<file path="config.mk">
export PLATFORM = sky130hd
export DESIGN_NAME = shift_seq
export DESIGN_NICKNAME = d
export VERILOG_FILES = /design/src/rtl/shift_pkg.sv /design/src/rtl/shift_step.sv /design/src/rtl/shift_seq.sv
export SDC_FILE = /design/constraint.sdc
export NUM_CORES = 1
export LEC_CHECK = 0
export CAP_MARGIN = 0
export CORE_AREA = 4 4 94 96
export DETAILED_ROUTE_END_ITERATION = 7
export DIE_AREA = 0 0 98 100
export PLACE_DENSITY = 0.79
export SLEW_MARGIN = 40
export SYNTH_ARGS = -nofsm -noshare
export SYNTH_HDL_FRONTEND = slang
export SYNTH_HIERARCHICAL = 1
export SYNTH_SLANG_ARGS = --single-unit
</file>
<file path="constraint.sdc">
create_clock -name clk -period 5.85 [get_ports clk]
set_input_delay 1.17 -clock clk [delete_from_list [all_inputs] [get_ports clk]]
set_output_delay 1.17 -clock clk [all_outputs]
set_load 0.02 [all_outputs]
</file>
<file path="src/rtl/shift_pkg.sv">
// rtl/shift_pkg.sv - shared types and defaults for the shift sequencer
package shift_pkg;
   typedef enum logic [1:0] {
      SH_SLL = 2'b00,
      SH_SRL = 2'b01,
      SH_RSV = 2'b10,
      SH_SRA = 2'b11
   } shift_op_t;

   typedef enum logic [1:0] {
      S_IDLE,
      S_SHIFT,
      S_DONE
   } seq_state_t;

   localparam int DEF_WIDTH = 32;
   localparam int DEF_STEP  = 2;
endpackage

</file>
<file path="src/rtl/shift_step.sv">
// rtl/shift_step.sv - combinational shift of acc by 0..STEP bits with direction/fill select
module shift_step
   import shift_pkg::*;
#(
   parameter int WIDTH = DEF_WIDTH,
   parameter int STEP  = DEF_STEP,
   parameter int KW    = $clog2(STEP + 1)
) (
   input  logic [WIDTH-1:0] acc,
   input  logic [KW-1:0]    k,
   input  shift_op_t        op,
   output logic [WIDTH-1:0] res
);

   // The reserved encoding falls through to the left shift.
   always_comb begin
      res = acc;
      for (int i = 1; i <= STEP; i++) begin
         if (k == KW'(i)) begin
            case (op)
               SH_SRL:  res = acc >> i;
               SH_SRA:  res = $signed(acc) >>> i;
               default: res = acc << i;
            endcase
         end
      end
   end

endmodule

</file>
<file path="src/rtl/shift_seq.sv">
// rtl/shift_seq.sv - multi-cycle sll/srl/sra sequencer with valid/ready handshake
module shift_seq
   import shift_pkg::*;
#(
   parameter int WIDTH = DEF_WIDTH,
   parameter int STEP  = DEF_STEP,
   parameter int SW    = $clog2(WIDTH)
) (
   input  logic             clk,
   input  logic             reset,
   input  logic             flush,
   input  logic             in_valid,
   output logic             in_ready,
   input  logic [WIDTH-1:0] a,
   input  logic [SW-1:0]    shamt,
   input  logic [1:0]       op,
   output logic             out_valid,
   input  logic             out_ready,
   output logic [WIDTH-1:0] y,
   output logic             busy
);

   localparam int KW = $clog2(STEP + 1);

   seq_state_t       state;
   logic [WIDTH-1:0] acc;
   logic [SW-1:0]    rem;
   shift_op_t        op_q;
   logic [KW-1:0]    k;
   logic [WIDTH-1:0] acc_next;

   assign k = (rem >= SW'(STEP)) ? KW'(STEP) : KW'(rem);

   shift_step #(
      .WIDTH (WIDTH),
      .STEP  (STEP),
      .KW    (KW)
   ) u_step (
      .acc (acc),
      .k   (k),
      .op  (op_q),
      .res (acc_next)
   );

   assign in_ready  = (state == S_IDLE) && !flush;
   assign busy      = (state != S_IDLE);
   assign out_valid = (state == S_DONE);
   assign y         = out_valid ? acc : '0;

   // flush only returns to IDLE; acc/rem keep their stale contents.
   always_ff @(posedge clk or negedge reset) begin
      if (!reset) begin
         state <= S_IDLE;
         acc   <= '0;
         rem   <= '0;
         op_q  <= SH_SLL;
      end else if (flush) begin
         state <= S_IDLE;
      end else begin
         case (state)
            S_IDLE: begin
               if (in_valid) begin
                  acc   <= a;
                  rem   <= shamt;
                  op_q  <= shift_op_t'(op);
                  state <= (shamt == '0) ? S_DONE : S_SHIFT;
               end
            end
            S_SHIFT: begin
               acc <= acc_next;
               rem <= rem - SW'(k);
               if (rem == SW'(k))
                  state <= S_DONE;
            end
            S_DONE: begin
               if (out_ready)
                  state <= S_IDLE;
            end
            default: state <= S_IDLE;
         endcase
      end
   end

endmodule
</file>
==> results of run 1 <==
## power groups by stage
| stage | clock network [mW] | logic (mW) | registers, mW |
|---|---|---|---|
| 2_1_floorplan | 0 | 0.937 | 0.562 |
| 3_3_place_gp | 0 | 0.987 | 0.704 |
| 3_5_place_dp | 0 | 1.06 | 0.682 |
| 4_1_cts | 0.201 | 1.07 | 0.677 |
| 5_1_grt | 0.212 | 1.18 | 0.714 |
| 6_report | 0.192 | 1.07 | 0.679 |
## cells in the final DEF, fill, tap and decap left out, types with 2 or more instances in the layout
cell type,instances
clkdlybuf4s50_1,77
o21ai_0,53
mux2_2,40
dfrtp_1,40
nor2_1,34
and2_1,32
nor2b_1,30
mux2_4,28
a211oi_1,27
mux2i_1,26
a211o_1,25
clkbuf_8,6
nor3_1,5
nand2b_1,5
nand2_1,5
buf_4,5
inv_1,4
o2bb2ai_1,4
a21oi_1,3
a2111oi_0,3
nor4b_1,3
and3_1,3
o32ai_1,3
a21o_1,2
nor2b_4,2
o221ai_1,2
nand2_2,2
nor3b_1,2
## layer usage
layer | GRT usage | wire length [um] | vias up
li1 | - | - | 1728
met1 | 0.260 | 4290 | 1750
met2 | 0.323 | 4720 | 105
met3 | 0.0341 | 546 | 7
met4 | 0.0383 | 59 | 0
met5 | 0 | 0 | -
## critical path, stage by stage
cell             delay, ns
clkdlybuf4s50_1       0.49
nor3_1                0.28
clkdlybuf4s50_1       0.65
## registers in the layout, indices dropped and copies added, names as in the netlist
register,flops
op_q,2
rem,5
acc,32
state,2
## final cells by class
| cell class | instances | area, um^2 |
|---|---|---|
| repair buffers | 83 | 828 |
| inverters | 5 | 18.8 |
| flip-flops and latches | 41 | 1030 |
| clock buffers | 7 | 86.3 |
| multi-input cells | 358 | 2800 |
| well taps | 105 | 131 |
| fillers | 703 | 3160 |
## per-stage QoR
stage / util / hold slack [ns] / power (mW) / setup slack [ns] / instance area (um^2)
floorplan: - / 0.465 / 1.50 / 2.97 / 4100
global placement: 0.594 / 0.490 / 1.69 / 2.11 / 4780
detailed placement: 0.597 / 0.498 / 1.74 / 2.07 / 4810
CTS: 0.608 / 0.516 / 1.94 / 2.07 / 4900
global route: 0.608 / 0.557 / 2.10 / 1.99 / 4900
finish: 0.608 / 0.517 / 1.94 / 2.09 / 4900
## how the worst max path moves through the flow
stage                to  slack (ns)  cells after the start  startpoint
6_report       in_ready        2.09                      3       flush
2_1_floorplan  in_ready        2.97                      1       flush
3_5_place_dp   in_ready        2.07                      3       flush
4_1_cts        in_ready        2.07                      3       flush
3_3_place_gp   in_ready        2.11                      3       flush
5_1_grt        in_ready        1.99                      3       flush
## cells by family (layout without fill, tap and decap cells)
family | after synthesis | in the layout | share of synthesized area
AOI/OAI and AO/OA | 132 | 132 | 0.220
xor gates and xnor gates | 1 | 1 | 0.00213
adders and majority gates | 1 | 1 | 0.00305
buffers and inverters | 47 | 95 | 0.0713
DFF | 41 | 41 | 0.250
muxes | 94 | 94 | 0.276
other | 1 | 1 | 0.000914
and+or+nand+nor | 129 | 129 | 0.177
==> results by group, run 1 <==
Floorplan
  – Core area: just over 8000 um^2
  – Initial core utilization: 0.510
  – I/O Pins: between 70 and 80
  – Die width: between 90 and 100 um
  – Die H: 100 um
  – Row count: 33
  – DIE AREA: 9800 um^2

Pwr
  – Combinational share of power: 0.550
  – VDD IR-drop max: approximately 0.23 mV
  – Clock share of power: 0.099
  – Cell-internal power: between 1 and 1.5 mW
  – Sw Share: 0.435
  – Flop pwr share: 0.351
  – Power Density: 396 nW/um^2
  – Net load switching power: between 0.8 and 0.9 mW
  – Leak: 1.96 nW

Timing
  – Final Hold Fails: 0
  – FMAX: around 0.27 GHz
  – RSZ-0062 raised after global routing: false
  – Least-Margin Pin Slew: 0.668 ns
  – Setup TNS: 0 ns
  – Clk_skew: 0.00435 ns
  – Finish-stage setup viols: 0
  – Worst relative slew slack: 0.554
  – Final Cycle Share: 0.643
  – Minimum clock period: about 3.8 ns
  – Final Max Tran Viols: 0

Cells and area
  – Diodes inserted: 0
  – Share of cells above drive strength 1: 0.184
  – Area grow syn2layout: 19.3%
  – Non-Filler Instances: about 600
  – Nets@finish: 539

Placed design
  – Post-Place Cells: 592
  – Gpl congestion: about 0.85
  – IO buf count: approximately 80
  – Dpl hpwl: a little over 6 mm

Worst setup path
  – R2R depth: 7
  – Worst Setup Start Kind: primary input
  – Worst r2r dst: acc[28]
  – Crit path kind: primary input to output pin
  – Crit Path Max Fanout: 5
  – Flop2flop setup slack: roughly 2.7 ns
  – Worst r2r src: rem[1]
  – CP arrival: 2.59 ns
  – Required @ worst endpoint: 4.68 ns
  – Crit. End Element: output pin

Drt
  – DRC Markers: 0
  – Vias/cell: 5.99
  – Drt total wl: 9.62 mm
  – Initial DRC Count: about 150
  – Iteration count of the initial detailed-routing pass: 5
  – Vias: 3,590
  – Final ANT Viol Nets: 0
  – WL per Instance: between 15 and 20 um

Clock tree
  – CTS Root Buffer Type: clkbuf_8
  – Max Root-Sink Buffers: 2
  – Cts hold-fix bufs: 0
  – CTS tree: yes
  – H-tree levels: 2
  – PostCTS Resize Cnt: 0
  – Worst-path clk slew: around 0.080 ns
  – CTS sink count: slightly above 40
  – Number of buffers created by CTS: 5
  – Post-CTS Setup Repair Bufs: 0
  – Worst-skew pair later-pin latency: just under 0.3 ns

Hold path
  – Worst Hold Class: register to register
  – WHS Endpoint: rem[0]
  – Worst hold stages: 1
  – Hold_sp: rem[0]

Logic synthesis
  – Largest cells by area after synthesis: dfrtp_1, mux2_2, mux2_4
  – Post-synth ARST share: 1.00
  – Synth top cells by count: o21ai_0, dfrtp_1, mux2_2, nor2_1, and2_1
  – Synth Cell Area: ~4000 um^2
  – Most common cell in the synthesized netlist: o21ai_0
  – Yosys cell types: 50
  – Synth Warn #: 6
  – Post-synth top area share: 0.250
  – Seq cells post-synth: 41
  – Register area share after synthesis: 0.250
  – Post-synth EDFFs: 0
  – Top FF cell, synth: dfrtp_1
  – Mapped Cells: between 400 and 500
  – Yosys top cell by area: dfrtp_1
  – Synthesized net count: about 500
  – Synth Area per Inst: between 9 and 10 um^2

GRT
  – Initial antenna violation count: 0
  – First-pass GRT wire length: 15.9 mm
  – Vias in the first global route: approximately 3,300
  – Largest net degree at the start of global routing: 64
  – Global route overflow: 0
  – Gr usage total: 0.191

Run
  – Max Cap Viol: 0

Run status
  – Status: complete, no violations
Power figures use the tool's default switching activity.
==> run 2: changes to the inputs <==
==> constraint.sdc (replaced) <==
create_clock -name clk -period 3.9 [get_ports clk]
set_input_delay 0.78 -clock clk [delete_from_list [all_inputs] [get_ports clk]]
set_output_delay 0.78 -clock clk [all_outputs]
set_load 0.02 [all_outputs]
==> results by group, run 2 (synthesized netlist as in run 1, its figures left out) <==
Run status
  – Status: complete, no violations

Clock tree
  – CTS Root Buffer Type: clkbuf_8
  – CTS sink count: between 40 and 50
  – PostCTS Resize Cnt: 0
  – Post-CTS Setup Repair Bufs: 0
  – Number of buffers created by CTS: 5
  – CTS tree: yes
  – Max Root-Sink Buffers: 2
  – Cts hold-fix bufs: 0
  – H-tree levels: 2
  – Worst-skew pair later-pin latency: around 0.30 ns
  – Worst-path clk slew: ~0.090 ns

Timing
  – Setup TNS: 0 ns
  – Final Max Tran Viols: 0
  – Final Cycle Share: 0.891
  – Finish-stage setup viols: 0
  – Clk_skew: 0.00924 ns
  – Final setup margin: 0.425 ns
  – Worst relative slew slack: 0.484
  – RSZ-0062 raised after global routing: false
  – Minimum clock period: 3.47 ns
  – FMAX: roughly 0.29 GHz
  – Least-Margin Pin Slew: just under 0.8 ns
  – Final Hold Fails: 0

Worst setup path
  – Required @ worst endpoint: 4.10 ns
  – Flop2flop setup slack: 0.43 ns
  – Crit Path Max Fanout: 32
  – Crit. End Element: register
  – Worst r2r src: rem[1]
  – Worst Setup Start Kind: register
  – R2R depth: 7
  – Crit path kind: register to register
  – Worst r2r dst: acc[28]
  – CP arrival: approximately 3.7 ns

Pwr
  – Net load switching power: 1.29 mW
  – Clock share of power: 0.104
  – Power Density: 597 nW/um^2
  – Leak: a little under 2 nW
  – Total power: approximately 2.9 mW
  – Combinational share of power: 0.552
  – Sw Share: 0.439
  – Flop pwr share: 0.345
  – VDD IR-drop max: roughly 0.36 mV
  – Cell-internal power: approximately 1.6 mW

Cells and area
  – Biggest register: acc
  – Max reg flops: 32
  – Area grow syn2layout: 19.8%
  – Diodes inserted: 0
  – Non-Filler Instances: approximately 600
  – Nets@finish: 541
  – Share of cells above drive strength 1: 0.189
  – Biggest regs: acc (32), rem (5)
  – Most frequent cells in the layout: clkdlybuf4s50_1, o21ai_0, mux2_2, dfrtp_1, nor2_1
  – Most common cell after layout, fill and taps aside: clkdlybuf4s50_1
  – Fillers: 719

Floorplan
  – I/O Pins: a little under 80
  – Die H: roughly 100 um
  – Initial core utilization: 0.510
  – DIE AREA: between 9000 and 10,000 um^2
  – Die width: roughly 98 um
  – Row count: 33
  – Core area: ~8000 um^2

GRT
  – First-pass GRT wire length: around 16 mm
  – Global route overflow: 0
  – Vias in the first global route: around 3,200
  – Largest net degree at the start of global routing: 56
  – Initial antenna violation count: 0
  – Gr usage total: 0.192

Drt
  – Drt total wl: approximately 9.6 mm
  – DRC Markers: 0
  – WL per Instance: around 16 um
  – Initial DRC Count: 134
  – Final ANT Viol Nets: 0
  – Iteration count of the initial detailed-routing pass: 4
  – Vias/cell: approximately 5.9
  – Vias: around 3,500

Placed design
  – IO buf count: slightly below 80
  – Gpl congestion: 0.881
  – Placement Setup Slack: about 0.86 ns
  – Post-Place Cells: slightly below 600
  – Dpl hpwl: 6.37 mm

Hold path
  – Worst Hold Class: primary input to asynchronous set/reset pin

Run
  – Max Cap Viol: 0
-- run 2: cell types whose count changed in the layout (fill, tap and decap cells not counted) --
cell	previous run	this run
buf_4	5	7
clkbuf_1	1	0
clkinv_1	0	1
clkinv_2	0	1
clkinv_4	0	1
inv_2	1	0
nor2b_2	0	1
nor2b_4	2	1
-- run 2: through the flow --
step           utilization  instance area (um^2)  hold slack, ns
6_report             0.611                  4920           0.469
2_1_floorplan            -                  4100           0.465
3_3_place_gp         0.596                  4800           0.502
4_1_cts              0.611                  4920           0.485
5_1_grt              0.611                  4920           0.498
3_5_place_dp         0.599                  4820           0.504
-- run 2: critical path, cell delays in order, from the launching register on --
cell	delay (ns)
dfrtp_1	0.44
nor4_1	0.55
and2_2	0.46
clkinv_1	0.70
a2111oi_0	0.58
a311oi_1	0.10
mux2_4	0.27
mux2_2	0.25
-- run 2: final cells by class --
class,count,area [um^2],share of cell area
Clock inverter,2,13.8,0.00280
Inverter,5,18.8,0.00382
Timing Repair Buffer,85,843,0.172
Clock buffer,6,82.6,0.0168
Tap cell,105,131,0.0267
Sequential cell,41,1030,0.209
Multi-Input combinational cell,358,2800,0.569
-- run 2: how the worst max path moves through the flow --
stage	start	end	slack (ns)
CTS	rem[1]	acc[28]	0.84
global placement	flush	in_ready	0.94
detailed placement	rem[1]	acc[28]	0.86
floorplan	rem[2]	acc[0]	1.61
finish	rem[1]	acc[28]	0.43
global route	rem[1]	acc[28]	0.14
-- run 2: power by group through the flow --
stage / Clock [mW] / Combinational (mW) / Sequential, mW
floorplan: 0 / 1.41 / 0.842
global placement: 0 / 1.50 / 1.05
detailed placement: 0 / 1.61 / 1.01
CTS: 0.318 / 1.62 / 1.00
global route: 0.336 / 1.79 / 1.06
finish: 0.304 / 1.62 / 1.01
-- run 2: per-layer routing --
layer  wire length (um)  track usage  share of wire  vias to the layer above
met5                  0            0              0                        -
met4                 97       0.0532          0.010                        0
met3                513       0.0299          0.053                        6
met2               4740        0.317           0.49                      102
met1               4300        0.264           0.45                     1683
li1                   -            -              -                     1735
